==> src/rtl/csr_rw_unit_pkg.sv <==
// csr_rw_unit_pkg: CSR addresses, access op encodings, FSM states and the write-merge helper.
package csr_rw_unit_pkg;
  typedef enum logic [1:0] {
    OP_RO = 2'b00,
    OP_RW = 2'b01,
    OP_RS = 2'b10,
    OP_RC = 2'b11
  } csr_op_e;
  typedef enum logic {
    S_IDLE = 1'b0,
    S_RESP = 1'b1
  } csr_state_e;
  localparam logic [11:0] CSR_MHARTID   = 12'hF14;
  localparam logic [11:0] CSR_MTVEC     = 12'h305;
  localparam logic [11:0] CSR_MSCRATCH  = 12'h340;
  localparam logic [11:0] CSR_MEPC      = 12'h341;
  localparam logic [11:0] CSR_MCAUSE    = 12'h342;
  localparam logic [11:0] CSR_MCYCLE    = 12'hB00;
  localparam logic [11:0] CSR_MCYCLEH   = 12'hB80;
  localparam logic [11:0] CSR_MINSTRET  = 12'hB02;
  localparam logic [11:0] CSR_MINSTRETH = 12'hB82;
  function automatic logic [31:0] csr_merge(input logic [1:0] op, input logic [31:0] old, input logic [31:0] wdata);
    return op == OP_RW ? wdata : op == OP_RS ? old | wdata : op == OP_RC ? old & ~wdata : old;
  endfunction
endpackage

==> src/rtl/csr_rw_unit_counter64.sv <==
// csr_counter64: 64-bit counter whose halves can be overwritten; a write suppresses that edge's increment.
module csr_counter64 (
  input  logic        clk,
  input  logic        rst,
  input  logic        inc,
  input  logic        wr_lo,
  input  logic        wr_hi,
  input  logic [31:0] wdata,
  output logic [63:0] value
);
  always_ff @(posedge clk) begin
    if (rst) value <= '0;
    else if (wr_lo || wr_hi) value <= {wr_hi ? wdata : value[63:32], wr_lo ? wdata : value[31:0]};
    else if (inc) value <= value + 64'd1;
  end
endmodule

==> src/rtl/csr_rw_unit.sv <==
// csr_rw_unit: machine-mode CSR read/modify/write unit with a one-cycle response.
// Define CSR_COUNTERS_EN to build mcycle/minstret and their addresses.
module csr_rw_unit
  import csr_rw_unit_pkg::*;
#(
  parameter logic [31:0] HART_ID     = 32'h0,
  parameter logic [31:0] MTVEC_RESET = 32'h0
) (
  input  logic        clk,
  input  logic        rst,
  input  logic        req_valid,
  output logic        req_ready,
  input  logic [1:0]  req_op,
  input  logic [11:0] req_addr,
  input  logic [31:0] req_wdata,
  output logic        resp_valid,
  output logic [31:0] resp_rdata,
  output logic        resp_illegal,
  input  logic        retire
);
  csr_state_e state, next_state;
  logic [31:0] mtvec, mscratch, mepc, mcause;
  logic [31:0] cur, new_val, rdata_q;
  logic hit, is_write, illegal, accept, do_write, illegal_q;
`ifdef CSR_COUNTERS_EN
  logic [63:0] mcycle, minstret;
  csr_counter64 u_mcycle (
    .clk(clk), .rst(rst), .inc(1'b1),
    .wr_lo(do_write && req_addr == CSR_MCYCLE), .wr_hi(do_write && req_addr == CSR_MCYCLEH),
    .wdata(new_val), .value(mcycle)
  );
  csr_counter64 u_minstret (
    .clk(clk), .rst(rst), .inc(retire),
    .wr_lo(do_write && req_addr == CSR_MINSTRET), .wr_hi(do_write && req_addr == CSR_MINSTRETH),
    .wdata(new_val), .value(minstret)
  );
`else
  logic unused_retire;
  assign unused_retire = retire;
`endif
  always_comb begin
    cur = '0;
    hit = 1'b1;
    case (req_addr)
      CSR_MHARTID:   cur = HART_ID;
      CSR_MTVEC:     cur = mtvec;
      CSR_MSCRATCH:  cur = mscratch;
      CSR_MEPC:      cur = mepc;
      CSR_MCAUSE:    cur = mcause;
`ifdef CSR_COUNTERS_EN
      CSR_MCYCLE:    cur = mcycle[31:0];
      CSR_MCYCLEH:   cur = mcycle[63:32];
      CSR_MINSTRET:  cur = minstret[31:0];
      CSR_MINSTRETH: cur = minstret[63:32];
`endif
      default:       hit = 1'b0;
    endcase
  end
  // RS/RC with a zero operand are pure reads, so they may target read-only CSRs
  assign is_write   = req_op == OP_RW || (req_op[1] && |req_wdata);
  assign illegal    = !hit || (is_write && req_addr[11:10] == 2'b11);
  assign accept     = state == S_IDLE && req_valid && !rst;
  assign do_write   = accept && is_write && !illegal;
  assign new_val    = csr_merge(req_op, cur, req_wdata);
  assign next_state = state == S_IDLE && req_valid ? S_RESP : S_IDLE;
  always_ff @(posedge clk) begin
    if (rst) begin
      state     <= S_IDLE;
      rdata_q   <= '0;
      illegal_q <= 1'b0;
      mtvec     <= MTVEC_RESET;
      mscratch  <= '0;
      mepc      <= '0;
      mcause    <= '0;
    end else begin
      state <= next_state;
      if (accept) begin
        rdata_q   <= illegal ? '0 : cur;
        illegal_q <= illegal;
      end
      if (do_write && req_addr == CSR_MTVEC)    mtvec    <= new_val;
      if (do_write && req_addr == CSR_MSCRATCH) mscratch <= new_val;
      if (do_write && req_addr == CSR_MEPC)     mepc     <= {new_val[31:2], 2'b00};
      if (do_write && req_addr == CSR_MCAUSE)   mcause   <= new_val;
    end
  end
  // Outputs are gated by rst so a pending response vanishes as soon as reset is asserted
  assign resp_valid   = state == S_RESP && !rst;
  assign req_ready    = state == S_IDLE || rst;
  assign resp_rdata   = resp_valid ? rdata_q : '0;
  assign resp_illegal = resp_valid && illegal_q;
endmodule

==> config.mk <==
export PLATFORM = sky130hd
export DESIGN_NAME = csr_rw_unit
export DESIGN_NICKNAME = d
export VERILOG_FILES = /design/src/rtl/csr_rw_unit_pkg.sv /design/src/rtl/csr_rw_unit_counter64.sv /design/src/rtl/csr_rw_unit.sv
export SDC_FILE = /design/constraint.sdc
export NUM_CORES = 1
export LEC_CHECK = 0
export CAP_MARGIN = 20
export CORE_UTILIZATION = 58
export DETAILED_ROUTE_END_ITERATION = 16
export GPL_ROUTABILITY_DRIVEN = 0
export PLACE_DENSITY = 0.81
export SLEW_MARGIN = 10
export SYNTH_ARGS = -nofsm -noshare
export SYNTH_HDL_FRONTEND = slang
export SYNTH_SLANG_ARGS = --single-unit
==> constraint.sdc <==
create_clock -name clk -period 5.5 [get_ports clk]
set_clock_uncertainty 0.1 [all_clocks]
set_input_delay 1.375 -clock clk [delete_from_list [all_inputs] [get_ports clk]]
set_output_delay 1.375 -clock clk [all_outputs]
set_load 0.02 [all_outputs]
==> impl_metrics.json, run 1 <==
{
  "slew_violations": 0,
  "dieHeight_um": 121,
  "synthTopCellsByCount": "dfxtp_1 (160), nand3b_1 (106), o21ai_0 (96)",
  "crit_slowest_cell": "clkdlybuf4s50_1",
  "clockRootBuffer": "clkbuf_16",
  "cts.sinks": 160,
  "routed_wl_um": 23300,
  "peakVddDrop_mv": 0.217,
  "critPathArrivalTime_ns": 2.68,
  "synth_edf_count": 0,
  "fmax_ghz": 0.241,
  "htree_levels": 4,
  "die_x_um": 121,
  "syn_avg_cell_area_um2": 8.64,
  "grt_usage_pct": 32.6,
  "tightest_slew_ns": 0.899,
  "ys_top_cells_by_area": "dfxtp_1 (39%), nand3b_1 (9.6%), o21ai_0 (5.8%), and2_1 (5.5%), nand2_1 (3.1%)",
  "finalCritPeriodShare_pct": 75.5,
  "synthArstFlopShare_pct": 0,
  "required_ns": 4.03,
  "syn_area_mm2": 0.00826,
  "final_nets": 1053,
  "num_antenna_cells": 0,
  "drtAntennaViolNets": 0,
  "io_buffers": 83,
  "core_area_mm2": 0.0139,
  "syn-num-nets": 1006,
  "drc": 0,
  "yosys.area.top_type": "dfxtp_1",
  "fin_crit_ns": 4.15,
  "r2r_setup_slack_ns": 2.68,
  "clockBufferDepth": 2,
  "ctsResizeCount": 0,
  "crit_top_cell": "buf_4",
  "start_kind": "input port",
  "nFillCells": 1098,
  "ys.warnings.count": 0,
  "timing.final.hold_violations": 0,
  "vias_per_cell": 6.43,
  "synth.ff_latch_count": 160,
  "antenna_found_initial": 0,
  "vias": 7691,
  "slew_headroom_pct": 39.5,
  "drtIter0Drc": 1039,
  "synthDistinctLibCells": 63,
  "crit_fanout": 35,
  "syn_to_final_growth_pct": 18.4,
  "grt_start_max_net_pins": 95,
  "crit_chain": "buf_4, nor2b_1, buf_4, and2_1, clkdlybuf4s50_1",
  "status": "completed",
  "firstDrtPassIters": 6,
  "placed_cells": 1163,
  "start_util_pct": 59.5,
  "clk_latency_ns": 0.43,
  "synthFlopType": "dfxtp_1",
  "synth_top_area_share_pct": 38.8,
  "holdWs_ns": 0.337,
  "postCtsSetupBuffers": 0,
  "overflow": 0,
  "grt_pass1_wl_um": 36900,
  "dieArea_mm2": 0.0147,
  "hold_path.class": "flip-flop to flip-flop",
  "setup_viol": 0,
  "cts_tree": "done",
  "crit_path_max_incr_delay_ns": 0.61,
  "path_class": "input port to primary output",
  "ys_seq_area_share_pct": 38.8,
  "rsz0062_at_grt": "false",
  "cts_hold_buf": 0,
  "dp_hpwl_um": 15200,
  "numCtsBuffers": 17,
  "clkSlewWorstSetupHoldPaths_ns": 0.06,
  "cap_viol_max_count": 0,
  "drive_gt1_share_pct": 8.46,
  "row_count": 43,
  "power.density_mw_per_mm2": 267,
  "p_leak_nw": 3.22,
  "setup_tns_ns": 0,
  "syn_inst": 956,
  "critPathCaptureType": "primary output",
  "ios": 85,
  "final_cells": 1196,
  "wl_per_cell_um": 19.5,
  "synth_most_common_cell": "dfxtp_1",
  "grt_pass1_vias": 6978
}
[routing by layer]
layer / track usage (%) / up-vias / part of all wire, %
met4: 12.2 / 0 / 2.6
met1: 44.8 / 3647 / 43
li1: - / 3615 / -
met3: 8.13 / 56 / 9.7
met5: 0 / - / 0
met2: 49.0 / 373 / 44
[stage by stage]
| step | cell area [um2] | utilization, % | worst slack (ns) | power [mW] |
|---|---|---|---|---|
| after global routing | 9770 | 70.4 | 1.25 | 2.69 |
| after detailed placement | 9140 | 65.8 | 0.911 | 1.40 |
| after floorplan | 8260 | - | 1.53 | 1.31 |
| after CTS | 9760 | 70.3 | 1.34 | 2.61 |
| final | 9770 | 70.4 | 1.35 | 2.61 |
| after global placement | 9140 | 65.8 | 0.984 | 1.40 |
[power breakdown]
group | total, mW | leakage (nW) | internal (mW) | switching [mW]
combinational | 0.217 | 1.64 | 0.0909 | 0.126
sequential | 1.16 | 1.29 | 1.16 | 0.00162
clock | 1.23 | 0.293 | 0.735 | 0.498
total | 2.61 | 3.22 | 1.99 | 0.626
[kinds of logic (layout without fill, tap and decap cells)]
group	count (synthesis)	count (layout)	share of synthesized area, %
DFF	160	160	38.8
AOI/OAI and AO/OA	297	297	23.7
xor gates and xnor gates	26	26	2.76
and+or+nand+nor	381	381	29.0
buffers and inverters	85	145	4.83
muxes	7	7	0.894
[path summary, 6_finish.rpt]
path                                        to       start  cells after the start
worst min register to register      rdata_q[5]  rdata_q[5]                      2
worst max-delay path            resp_rdata[28]         rst                      5
worst min-delay path                rdata_q[5]  rdata_q[5]                      2
worst max register to register        mepc[12]       state                      8
[state kept, by name (all words and copies together), names as in the netlist]
register / count
mepc: 30
illegal_q: 1
state: 1
mscratch: 32
rdata_q: 32
mcause: 32
mtvec: 32
[critical path, delay by kind of cell]
family                 cells  cell delay [ns]
AND/OR/NAND/NOR            2             0.29
buffers and inverters      3             1.01
[cells in the final DEF (no fill, tap or decap), types with 4 or more instances in the layout]
master           synthesis  final
nor4_1                  12     12
nor3_1                  10     10
o211ai_1                 6      6
nand3_1                 15     15
clkbuf_16                0     17
a21o_1                   7      7
a2bb2oi_1                4      4
nand2_1                 68     68
o2111ai_1                5      5
a211oi_1                15     15
and3_1                   4      4
o21ai_1                 29     29
a21oi_1                 41     41
o21ai_0                 96     96
nand2b_1                10     10
and2_1                  72     72
and4_1                   4      4
o2bb2ai_1               17     17
clkdlybuf4s50_1          0     81
mux2i_1                  4      4
nand3b_1               106    106
inv_1                    5      5
o31ai_1                 15     15
xnor2_1                 26     26
nor2_1                  36     36
dfxtp_1                160    160
o311ai_0                12     12
and3b_1                 13     13
nand4_1                  8      8
buf_4                    5     23
a22oi_1                 25     25
a31o_2                   4      4
[final cells by class]
cell class / instances / area, um2 / share of cell area (%)
Clock inverter: 13 / 176 / 1.81
Clock buffer: 19 / 443 / 4.53
Sequential cell: 160 / 3200 / 32.8
Inverter: 5 / 18.8 / 0.192
Tap cell: 180 / 225 / 2.30
Timing Repair Buffer: 108 / 1040 / 10.7
Multi-Input combinational cell: 711 / 4660 / 47.7
No activity file was read; power rests on OpenSTA's default activity.
==> run 2, diff against run 1 <==
- CORE_UTILIZATION: 58 -> 52
- PLACE_DENSITY: 0.81 -> 0.77
- clock period: 5.5 -> 3.63 ns (I/O delays scaled with it)
==> impl_metrics.json, run 2 (synthesis results as in run 1) <==
{
  "dieArea_mm2": 0.0164,
  "setup_tns_ns": 0,
  "required_ns": 2.62,
  "detailed_place.area_mm2": 0.00943,
  "final_cells": 1251,
  "wl_per_cell_um": 18.6,
  "slew_headroom_pct": 42.0,
  "dp_hpwl_um": 15700,
  "num_antenna_cells": 0,
  "row_count": 45,
  "clkSlewWorstSetupHoldPaths_ns": 0.06,
  "critPathArrivalTime_ns": 2.14,
  "peakVddDrop_mv": 0.327,
  "power.density_mw_per_mm2": 389,
  "clk_latency_ns": 0.43,
  "slew_violations": 0,
  "placed_cells": 1219,
  "final_nets": 1077,
  "final_common_cell": "dfxtp_1",
  "clockBufferDepth": 2,
  "path_class": "input port to primary output",
  "routed_wl_um": 23200,
  "hold_path.class": "flip-flop to flip-flop",
  "vias": 7675,
  "drive_gt1_share_pct": 10.5,
  "vias_per_cell": 6.14,
  "p_leak_nw": 3.36,
  "rsz0062_at_grt": "false",
  "postCtsSetupBuffers": 0,
  "power_mw": 3.89,
  "htree_levels": 4,
  "grt_usage_pct": 29.3,
  "fin_area_mm2": 0.0100,
  "ios": 85,
  "start_kind": "input port",
  "clockRootBuffer": "clkbuf_16",
  "fin_crit_ns": 3.15,
  "cts.sinks": 160,
  "critPathCaptureType": "primary output",
  "cap_viol_max_count": 0,
  "timing.final.hold_violations": 0,
  "layout_common_cells": "dfxtp_1 (160), nand3b_1 (106), o21ai_0 (96)",
  "holdWs_ns": 0.344,
  "ctsResizeCount": 0,
  "drc": 0,
  "firstDrtPassIters": 5,
  "crit_fanout": 21,
  "finalCritPeriodShare_pct": 86.8,
  "numCtsBuffers": 17,
  "nFillCells": 1290,
  "drtIter0Drc": 670,
  "status": "completed",
  "cts_tree": "done",
  "syn_to_final_growth_pct": 21.2,
  "dieHeight_um": 128,
  "tightest_slew_ns": 0.870,
  "grt_pass1_vias": 6860,
  "overflow": 0,
  "cts_hold_buf": 0,
  "drtAntennaViolNets": 0,
  "start_util_pct": 53.7,
  "antenna_found_initial": 0,
  "die_x_um": 128,
  "grt_start_max_net_pins": 92,
  "fmax_ghz": 0.317,
  "grt_pass1_wl_um": 37100,
  "core_area_mm2": 0.0154,
  "setup_viol": 0,
  "io_buffers": 83
}
## run 2: cell count changes in the layout (fill, tap and decap cells not counted), sizes merged
cell / previous run / this run
clkinvlp: 3 / 0
bufinv: 3 / 2
inv: 9 / 11
clkinv: 3 / 5
buf: 27 / 51
## run 2: layout make-up
class / count / area (um2) / share of cell area, %
Tap cell: 211 / 264 / 2.64
Clock inverter: 13 / 150 / 1.50
Clock buffer: 19 / 433 / 4.32
Timing Repair Buffer: 132 / 1280 / 12.8
Multi-Input combinational cell: 711 / 4660 / 46.6
Inverter: 5 / 18.8 / 0.188
Sequential cell: 160 / 3200 / 32.0
## run 2: worst max-delay path: stages
cell	delay, ns
buf_4	0.12
nor2b_1	0.14
buf_4	0.22
and2_1	0.15
clkdlybuf4s50_1	0.61
## run 2: per-stage QoR
step / utilization, % / worst slack (ns)
3_5_place_dp: 61.3 / 0.223
3_3_place_gp: 61.3 / 0.244
4_1_cts: 65.1 / 0.463
2_1_floorplan: - / 0.599
5_1_grt: 65.1 / 0.334
6_report: 65.1 / 0.479
## run 2: power by group
group	internal [mW]	leakage (nW)	total (mW)	switching, mW
Clock	1.03	0.290	1.79	0.759
Sequential	1.76	1.29	1.76	0.00212
Combinational	0.149	1.78	0.341	0.192
## run 2: final timing paths
kind                            slack (ns)  cells after the start              to   startpoint
worst max register to register        1.56                      7      mcause[21]        state
worst min register to register        0.34                      2     rdata_q[30]  rdata_q[30]
worst min-delay path                  0.34                      2     rdata_q[30]  rdata_q[30]
worst max-delay path                  0.48                      5  resp_rdata[18]          rst
## run 2: per-layer routing
| layer | up-vias | GRT usage (%) | wire (um) |
|---|---|---|---|
| li1 | 3668 | - | - |
| met1 | 3612 | 41.5 | 10500 |
| met2 | 339 | 44.0 | 10200 |
| met3 | 56 | 4.76 | 1880 |
| met4 | 0 | 12.0 | 686 |
| met5 | - | 0 | 0 |
